$ cat src/rtl/correlator_search_core_if.sv
// rtl/correlator_search_core_if.sv - frame BRAM read port between matcher and frame store
interface correlator_search_core_if #(
    parameter int ADDR_W = 9,
    parameter int LINE_W = 128
);
    logic [ADDR_W-1:0] bram_addr;
    logic [LINE_W-1:0] bram_data;

    modport master (output bram_addr, input bram_data);
    modport slave  (input bram_addr, output bram_data);
endinterface

$ cat src/rtl/correlator_search_core.sv
// rtl/correlator_search_core.sv - XOR-popcount block matcher sweeping an (x,y) offset grid
module correlator_search_core #(
    parameter int LINE_W     = 128,
    parameter int ADDR_W     = 9,
    parameter int SEARCH_W   = 96,
    parameter int SEARCH_H   = 16,
    parameter int PREV_LSB   = 16,
    parameter int OFF_W      = 5,
    parameter int CENTER_OFF = 8,
    parameter int FRAME_OFF  = 256,
    parameter int SUM_W      = 16
) (
    input  logic                     clk,
    input  logic                     resetn,
    input  logic                     go,
    input  logic                     abort,
    input  logic                     frame_sel,
    input  logic [OFF_W-1:0]         x_max,
    input  logic [OFF_W-1:0]         y_max,
    correlator_search_core_if.master bram,
    output logic                     busy,
    output logic                     done,
    output logic [SUM_W-1:0]         best_sum,
    output logic [OFF_W-1:0]         best_x,
    output logic [OFF_W-1:0]         best_y
);
    localparam int LINE_CW = $clog2(SEARCH_H);
    localparam int POP_W   = $clog2(SEARCH_W + 1);

    localparam logic [2:0] IDLE   = 3'd0;
    localparam logic [2:0] A_PREV = 3'd1;
    localparam logic [2:0] L_PREV = 3'd2;
    localparam logic [2:0] L_CURR = 3'd3;
    localparam logic [2:0] POP    = 3'd4;
    localparam logic [2:0] ACC    = 3'd5;
    localparam logic [2:0] CMP    = 3'd6;
    localparam logic [2:0] DONE   = 3'd7;

    logic [2:0]          state;
    logic [OFF_W-1:0]    x, y, xm, ym, bx, by;
    logic [LINE_CW-1:0]  line;
    logic                fs;
    logic [SEARCH_W-1:0] prev_reg, cur_reg, diff, cur_next;
    logic [POP_W-1:0]    pop_reg, pop_next;
    logic [SUM_W-1:0]    acc, min_sum, acc_next;
    logic [SUM_W:0]      acc_sum;
    logic [ADDR_W-1:0]   cbase, pbase;

    assign cbase = fs ? ADDR_W'(FRAME_OFF) : '0;
    assign pbase = fs ? '0 : ADDR_W'(FRAME_OFF);

    // Previous-frame lines are read around the centring base; every other state
    // presents the y-shifted current-frame line so it is ready when L_CURR samples it.
    always_comb begin
        bram.bram_addr = ADDR_W'(line) + ADDR_W'(y) + cbase;
        if (state == A_PREV)
            bram.bram_addr = ADDR_W'(line) + ADDR_W'(CENTER_OFF) + pbase;
    end

    assign cur_next = SEARCH_W'((bram.bram_data << x) >> (LINE_W - SEARCH_W));
    assign diff     = prev_reg ^ cur_reg;

    always_comb begin
        pop_next = '0;
        for (int i = 0; i < SEARCH_W; i++)
            pop_next = pop_next + POP_W'(diff[i]);
    end

    assign acc_sum  = {1'b0, acc} + {{(SUM_W + 1 - POP_W){1'b0}}, pop_reg};
    assign acc_next = acc_sum[SUM_W] ? '1 : acc_sum[SUM_W-1:0];

    always_ff @(posedge clk) begin
        if (!resetn) begin
            state    <= IDLE;
            busy     <= 1'b0;
            done     <= 1'b0;
            best_sum <= '0;
            best_x   <= '0;
            best_y   <= '0;
            x        <= '0;
            y        <= '0;
            xm       <= '0;
            ym       <= '0;
            bx       <= '0;
            by       <= '0;
            line     <= '0;
            fs       <= 1'b0;
            prev_reg <= '0;
            cur_reg  <= '0;
            pop_reg  <= '0;
            acc      <= '0;
            min_sum  <= '0;
        end else begin
            done <= 1'b0;
            if (abort && state != IDLE) begin
                state <= IDLE;
                busy  <= 1'b0;
            end else begin
                case (state)
                    IDLE: begin
                        if (go && !abort) begin
                            xm      <= x_max;
                            ym      <= y_max;
                            fs      <= frame_sel;
                            x       <= '0;
                            y       <= '0;
                            line    <= '0;
                            acc     <= '0;
                            min_sum <= '1;
                            bx      <= '0;
                            by      <= '0;
                            busy    <= 1'b1;
                            state   <= A_PREV;
                        end
                    end
                    A_PREV: state <= L_PREV;
                    L_PREV: begin
                        prev_reg <= bram.bram_data[PREV_LSB +: SEARCH_W];
                        state    <= L_CURR;
                    end
                    L_CURR: begin
                        cur_reg <= cur_next;
                        state   <= POP;
                    end
                    POP: begin
                        pop_reg <= pop_next;
                        state   <= ACC;
                    end
                    ACC: begin
                        acc  <= acc_next;
                        line <= line + 1'b1;
                        state <= (line < LINE_CW'(SEARCH_H - 1)) ? A_PREV : CMP;
                    end
                    CMP: begin
                        // Strict compare: on ties the earlier offset in scan order wins.
                        if (acc < min_sum) begin
                            min_sum <= acc;
                            bx      <= x;
                            by      <= y;
                        end
                        acc  <= '0;
                        line <= '0;
                        if (x == xm) begin
                            x <= '0;
                            if (y == ym) begin
                                state <= DONE;
                            end else begin
                                y     <= y + 1'b1;
                                state <= A_PREV;
                            end
                        end else begin
                            x     <= x + 1'b1;
                            state <= A_PREV;
                        end
                    end
                    DONE: begin
                        done     <= 1'b1;
                        best_sum <= min_sum;
                        best_x   <= bx;
                        best_y   <= by;
                        busy     <= 1'b0;
                        state    <= IDLE;
                    end
                    default: state <= IDLE;
                endcase
            end
        end
    end
endmodule

$ cat src/flat_wrapper.sv
// flat-port wrapper written by rule: the top's interface ports become plain ports
module correlator_search_core_flat 
#(
    parameter int LINE_W     = 128,
    parameter int ADDR_W     = 9,
    parameter int SEARCH_W   = 96,
    parameter int SEARCH_H   = 16,
    parameter int PREV_LSB   = 16,
    parameter int OFF_W      = 5,
    parameter int CENTER_OFF = 8,
    parameter int FRAME_OFF  = 256,
    parameter int SUM_W      = 16
)
  (clk, resetn, go, abort, frame_sel, x_max, y_max, busy, done, best_sum, best_x, best_y, bram_bram_addr, bram_bram_data);
  correlator_search_core_if #(.ADDR_W(ADDR_W), .LINE_W(LINE_W)) bram_i ();
  input  logic clk;
  input  logic resetn;
  input  logic go;
  input  logic abort;
  input  logic frame_sel;
  input  logic [OFF_W-1:0] x_max;
  input  logic [OFF_W-1:0] y_max;
  output logic busy;
  output logic done;
  output logic [SUM_W-1:0] best_sum;
  output logic [OFF_W-1:0] best_x;
  output logic [OFF_W-1:0] best_y;
  output wire logic [$bits(bram_i.bram_addr)-1:0] bram_bram_addr;
  input wire logic [$bits(bram_i.bram_data)-1:0] bram_bram_data;
  assign bram_bram_addr = bram_i.bram_addr;
  assign bram_i.bram_data = bram_bram_data;
  correlator_search_core #(.LINE_W(LINE_W), .ADDR_W(ADDR_W), .SEARCH_W(SEARCH_W), .SEARCH_H(SEARCH_H), .PREV_LSB(PREV_LSB), .OFF_W(OFF_W), .CENTER_OFF(CENTER_OFF), .FRAME_OFF(FRAME_OFF), .SUM_W(SUM_W)) u_core (.clk(clk), .resetn(resetn), .go(go), .abort(abort), .frame_sel(frame_sel), .x_max(x_max), .y_max(y_max), .bram(bram_i), .busy(busy), .done(done), .best_sum(best_sum), .best_x(best_x), .best_y(best_y));
endmodule
$ cat config.mk
export PLATFORM = sky130hd
export DESIGN_NAME = correlator_search_core_flat
export DESIGN_NICKNAME = d
export VERILOG_FILES = /design/src/rtl/correlator_search_core_if.sv /design/src/rtl/correlator_search_core.sv /design/src/flat_wrapper.sv
export SDC_FILE = /design/constraint.sdc
export NUM_CORES = 1
export LEC_CHECK = 0
export ABC_AREA = 1
export BUFFER_PORTS_ARGS = -buffer_cell sky130_fd_sc_hd__buf_2
export CORE_UTILIZATION = 46
export DETAILED_ROUTE_END_ITERATION = 16
export REMOVE_ABC_BUFFERS = 1
export SETUP_SLACK_MARGIN = 0.4
export SLEW_MARGIN = 20
export SYNTH_ARGS = -nofsm -noshare
export SYNTH_HDL_FRONTEND = slang
export SYNTH_SLANG_ARGS = --single-unit
$ cat constraint.sdc
create_clock -name clk -period 12.2 [get_ports clk]
set_input_delay 1.83 -clock clk [delete_from_list [all_inputs] [get_ports clk]]
set_output_delay 1.83 -clock clk [all_outputs]
set_load 0.01 [all_outputs]
==> results of run 1 <==
==> power by group <==
group / total (µW) / internal [µW] / switching [µW]
logic: 851 / 328 / 523
clock network: 1170 / 726 / 447
registers: 1020 / 998 / 20.2
==> cells by family (layout without fill, tap and decap cells) <==
| kind of cell | after synthesis | in the layout | synth area share (%) |
|---|---|---|---|
| fa+ha+maj | 135 | 135 | 10.4 |
| buf+inv | 682 | 715 | 12.0 |
| simple gates | 1678 | 1678 | 33.3 |
| compound gates | 525 | 525 | 13.4 |
| other cells | 1 | 2 | 0.0166 |
| flops | 297 | 297 | 26.3 |
| xor+xnor | 118 | 118 | 4.58 |
==> cell usage in the layout (no fill, tap or decap), drive strengths merged, types with 2 or more instances in the layout <==
cell type	instances
xnor2	57
a21oi	165
nand3b	9
nor3	12
nand3	801
clkbuf	58
xor2	61
fa	87
o21ai	202
bufinv	2
o211ai	144
ha	48
a21boi	3
buf	200
o21a	3
conb	2
a22oi	4
and2	2
nand2	487
clkinv	9
inv	446
or2	20
dfxtp	297
nand4	15
nor2	329
nor3b	2
==> through the flow <==
stage / hold slack, ns / cells / utilization [%] / total power, µW
floorplan: 0.435 / 3204 / - / 1660
global placement: 0.444 / 4018 / 48.8 / 1870
detailed placement: 0.451 / 4018 / 48.8 / 1900
CTS: 0.459 / 4084 / 51.5 / 3080
global route: 0.471 / 4085 / 51.5 / 3230
finish: 0.456 / 4085 / 51.5 / 3040
==> final timing paths <==
kind | startpoint | end | slack [ns] | cells after the start
hold reg to reg | u_core.prev_reg[82] | u_core.prev_reg[82] | 0.46 | 2
setup / recovery | u_core.cur_reg[1] | u_core.pop_reg[6] | 4.76 | 22
hold / removal | u_core.prev_reg[82] | u_core.prev_reg[82] | 0.46 | 2
setup reg to reg | u_core.cur_reg[1] | u_core.pop_reg[6] | 4.76 | 22
==> final cells by class <==
type                    instances  area, µm²
fillers                      4989      23300
inverters                     449       1690
multi-input cells            2458      13900
clock buffers                  58       1210
flip-flops and latches        297       5960
well taps                     615        769
repair buffers                200       1100
clock inverters                 8       93.8
==> tightest hold or removal path, delay by kind of cell, from the launching register on <==
kind                   cells  cell delay [ns]
AO/OA/AOI/OAI              1             0.05
flip-flops                 1             0.31
buffers and inverters      1             0.05
==> per-layer routing <==
layer / track usage, % / vias up / part of all wire (%)
met1: 36.3 / 10600 / 42
met3: 3.57 / 141 / 5.9
met5: 0 / - / 0
li1: - / 11300 / -
met2: 50.1 / 760 / 48
met4: 12.2 / 0 / 4.0
==> run metrics, run 1 <==
status finished, final reports clean; clk_lat worst skew between 0.5 and 0.6 ns; setup_tns 0 ns; skew final around 0.02 ns; largest net degree at the start of global routing between 150 and 200; Port Buffers roughly 180; global-route wire length before repair approximately 110000 µm; Seq/Total Area, Yosys roughly a quarter; Post-Syn Area around 0.023 mm²; num ports between 150 and 200; Max Cap Viol 0; Routed WL 73600 µm; Starting Density between 40% and 50%; min Tclk post-route between 7 and 8 ns; Setup WS pre-CTS roughly 4.8 ns; most common cell in the netlist nand3_1; Async SR Flop Fraction 0%; post-CTS sizing 0; Placeable Area just under 0.05 mm²; First DRT Iteration DRCs ~2200; critical path class flop to flop; setup repair after global routing missed its margin no; fin. max-slew vios 0; # H-tree levels 2; Worst Path Buf+Inv 2; power per cell area about 120 mW/mm²; max incr delay on CP 0.57 ns; Fmax between 0.1 and 0.15 GHz; fin nets 3723; Primary FF master, synth dfxtp_1; # clock sinks roughly 300; Pleak ~0.011 µW; GR Overflow Total 0; post-layout instance area about 0.025 mm²; slowest CP cell fa_1; Rows 80; Synth Instances 3436; largest area contributor in the netlist dfxtp_1; RD Place Congestion roughly 0.94; Die X-Extent around 220 µm; DRC 0; HPWL Detailed between 50000 and 60000 µm; Setup Viol. Count Final 0; EDFF count, synth 0; Avg Cell Area, Syn 6.57 µm²; transition time of the tightest slew-check pin roughly 1.1 ns; CTS max path bufs 3; commonest cells in the netlist nand3_1, nand2_1, inv_1, nor2_1, dfxtp_1; Top cell by count, worst path fa_1; Yosys top cell area share 26.3%; period utilization 61.0%; Routed Antenna Nets 0; fraction of layout instances using a drive strength above 1 under 10%; Hold Vio Cnt, Final 0; Die Ht approximately 220 µm; Req. time, crit path around 13 ns; TritonRoute pass-1 iters 6; Yosys Warn Count 0; Rel. slew slack about a quarter; Root Driver clkbuf_16; Setup crit end kind flop; CP Cell Sequence xor2_1 -> ha_1 -> fa_1 -> fa_1 -> fa_1 -> fa_1 -> fa_1 -> fa_1 -> fa_1 -> inv_1 -> fa_1 -> fa_1 -> fa_1 -> fa_1 -> o21ai_0 -> nand2_1 -> nand2_1 -> a21oi_1 -> nand2_1 -> nand2_1 -> o21bai_1 -> inv_1; crit-path leading delay family adder cells; placed inst area around 0.023 mm²; CP Launch Type flop; WL/cell ~18 µm; vias in the first global route about 21000; number of diodes 0; area delta synth->final 9.74%; initial antenna violation count 0; CP max FO 2; Yosys cell types 40; largest cells by area after synthesis dfxtp_1, nand3_1, nand2_1; CTS tree built; cts bufs inserted 39; setup bufs post-CTS 0; worst hold path class flop to flop; worst setup margin 4.76 ns; gr usage total 29.0%; Vias/cell ~5.6; vias roughly 23000; Max VDD drop ~0.00011 V; Arr. time, crit path a little under 8 ns; Seq cells post-synth about 300; Reg clk slew, reported paths roughly 0.06 ns; full die area between 0.04 and 0.05 mm²; hold_buf cts 0
No activity file was read; power rests on OpenSTA's default activity.
==> inputs of run 2 (changes only) <==
--- a/config.mk
+++ b/config.mk
@@ -9,6 +9,7 @@
 export BUFFER_PORTS_ARGS = -buffer_cell sky130_fd_sc_hd__buf_2
 export CORE_UTILIZATION = 46
 export DETAILED_ROUTE_END_ITERATION = 16
+export PLACE_DENSITY = 0.66
 export REMOVE_ABC_BUFFERS = 1
 export SETUP_SLACK_MARGIN = 0.4
 export SLEW_MARGIN = 20
==> constraint.sdc (replaced) <==
create_clock -name clk -period 6.5 [get_ports clk]
set_input_delay 0.975 -clock clk [delete_from_list [all_inputs] [get_ports clk]]
set_output_delay 0.975 -clock clk [all_outputs]
set_load 0.01 [all_outputs]
==> run metrics, run 2 (synthesis results as in run 1) <==
status complete, but fails checks; failing checks negative setup slack; Hold Vio Cnt, Final 0 (unchanged); WL/cell 17.7 µm (-2.1%); min Tclk post-route 6.89 ns (-0.548 ns); post-layout instance area 0.0248 mm² (about the same); Pleak 0.0114 µW (-0.15%); worst hold path class flop to flop; GR Overflow Total 0 (unchanged); most frequent cells in the layout nand3_1, nand2_1, inv_1, nor2_1, dfxtp_1; area delta synth->final 9.71% (about the same); num ports 180 (unchanged); Rows 80 (unchanged); global-route wire length before repair 114000 µm (-0.60%); vias in the first global route 21000 (-1.3%); Starting Density 47.0% (unchanged); First DRT Iteration DRCs 2160 (-3.6%); Root Driver clkbuf_16; Port Buffers 176 (unchanged); gr usage total 28.7% (-0.25 points); initial antenna violation count 3 (+3); cts bufs inserted 36 (-7.7%); TritonRoute pass-1 iters 8 (+2); CP max FO 2 (unchanged); Reg clk slew, reported paths 0.06 ns (about the same); Req. time, crit path 6.93 ns (-5.72 ns); Routed Antenna Nets 0 (unchanged); fin nets 3733 (+0.27%); Die Ht 223 µm (unchanged); # clock sinks 297 (unchanged); Die X-Extent 223 µm (unchanged); Rel. slew slack 25.1% (+0.85 points); Routed WL 72400 µm (-1.7%); CTS max path bufs 3 (unchanged); Placeable Area 0.0480 mm² (unchanged); placed inst area 0.0235 mm² (+0.42%); largest net degree at the start of global routing 193 (unchanged); Max VDD drop 0.000276 V (+150%); DRC 0 (unchanged); Arr. time, crit path 7.32 ns (-0.57 ns); setup repair after global routing missed its margin yes; power per cell area 227 mW/mm² (+85%); Layout Utilization 51.5% (about the same); CTS tree built; Max Cap Viol 0 (unchanged); RD Place Congestion 0.965 (+2.5%); fraction of layout instances using a drive strength above 1 9.59% (+0.75 points); Vias/cell 5.57 (-0.22%); skew final 0.0379 ns (+0.0177 ns); Fmax 0.145 GHz (+8.0%); transition time of the tightest slew-check pin 1.12 ns (-0.0169 ns); period utilization 106% (+45 points); commonest non-fill, non-tap cell in the layout nand3_1; Setup crit end kind flop; # H-tree levels 2 (unchanged); full die area 0.0500 mm² (unchanged); fin. max-slew vios 0 (unchanged); HPWL Detailed 51400 µm (-1.9%); Final Hold Slack 0.456 ns (+0.00000600 ns); critical path class flop to flop; Setup WS pre-CTS -0.716 ns (-5.47 ns); clk_lat worst skew 0.57 ns (about the same); Setup Viol. Count Final 5 (+5); CP Launch Type flop; vias 22900 (+0.14%); worst setup margin -0.391 ns (-5.15 ns)
[run 2: cell count changes in the layout (fill, tap and decap cells not counted), moves of 4 or more]
cell	previous run	this run
dfxtp_1	292	286
buf_4	23	36
fa_1	87	83
clkbuf_16	43	36
dfxtp_2	0	6
fa_2	0	4
diode_2	0	4
[run 2: path summary, 6_finish.rpt]
path / start / end / slack [ns] / depth (start not counted)
max: u_core.prev_reg[80] / u_core.pop_reg[6] / -0.39 / 26
min: u_core.prev_reg[52] / u_core.prev_reg[52] / 0.46 / 2
max reg2reg: u_core.prev_reg[80] / u_core.pop_reg[6] / -0.39 / 26
min reg2reg: u_core.prev_reg[52] / u_core.prev_reg[52] / 0.46 / 2
[run 2: cell type report]
type / instances / area (µm²)
tap: 615 / 769
clock inverter: 13 / 135
sequential: 297 / 5970
inverter: 449 / 1690
antenna: 4 / 10.0
clock buffer: 51 / 1030
fill: 5052 / 23300
timing repair buffer: 213 / 1180
multi-input combinational: 2458 / 14000
[run 2: repair_timing]
item | in CTS | in global routing
setup endpoints to repair | 7 | 7
pin swaps | 28 | 1
hold buffers | 0 | 0
gates resized for setup | 18 | 3
buffers inserted | 1 | 0
[run 2: per-layer routing]
layer  part of all wire (%)  track usage (%)
met5                      0                0
met4                    3.9             11.2
met3                    6.5             4.53
met2                     47             48.0
met1                     43             37.1
[run 2: report_power, final]
part	switching [µW]	total (µW)	leakage [µW]	internal, µW
Combinational	993	1700	0.00845	710
Sequential	44.6	1920	0.00241	1870
Clock	827	2010	0.000572	1180
Total	1860	5630	0.0114	3770
[run 2: stage by stage]
step	total power [µW]	instances	setup TNS (ns)
finish	5630	4100	-1.27
global route	6000	4097	-2.56
CTS	5660	4096	-1.38
detailed placement	3630	4031	-2.35
global placement	3610	4031	-2.17
floorplan	3120	3204	-209.90
[run 2: critical path, cell delays in order, from the launching register on]
cell and delay [ns]:
dfxtp_2 0.33, xnor2_2 0.14, fa_1 0.53, inv_1 0.05, fa_1 0.57, inv_2 0.05
fa_1 0.49, inv_2 0.05, fa_1 0.47, inv_1 0.05, fa_1 0.47, fa_1 0.56
inv_2 0.04, fa_1 0.54, inv_1 0.06, fa_1 0.49, fa_1 0.44, fa_2 0.39
fa_2 0.37, o21ai_2 0.14, nand2_1 0.07, nand2_1 0.07, a21oi_2 0.06, nand2_1 0.05
nand2_1 0.04, o21bai_1 0.16, inv_1 0.05
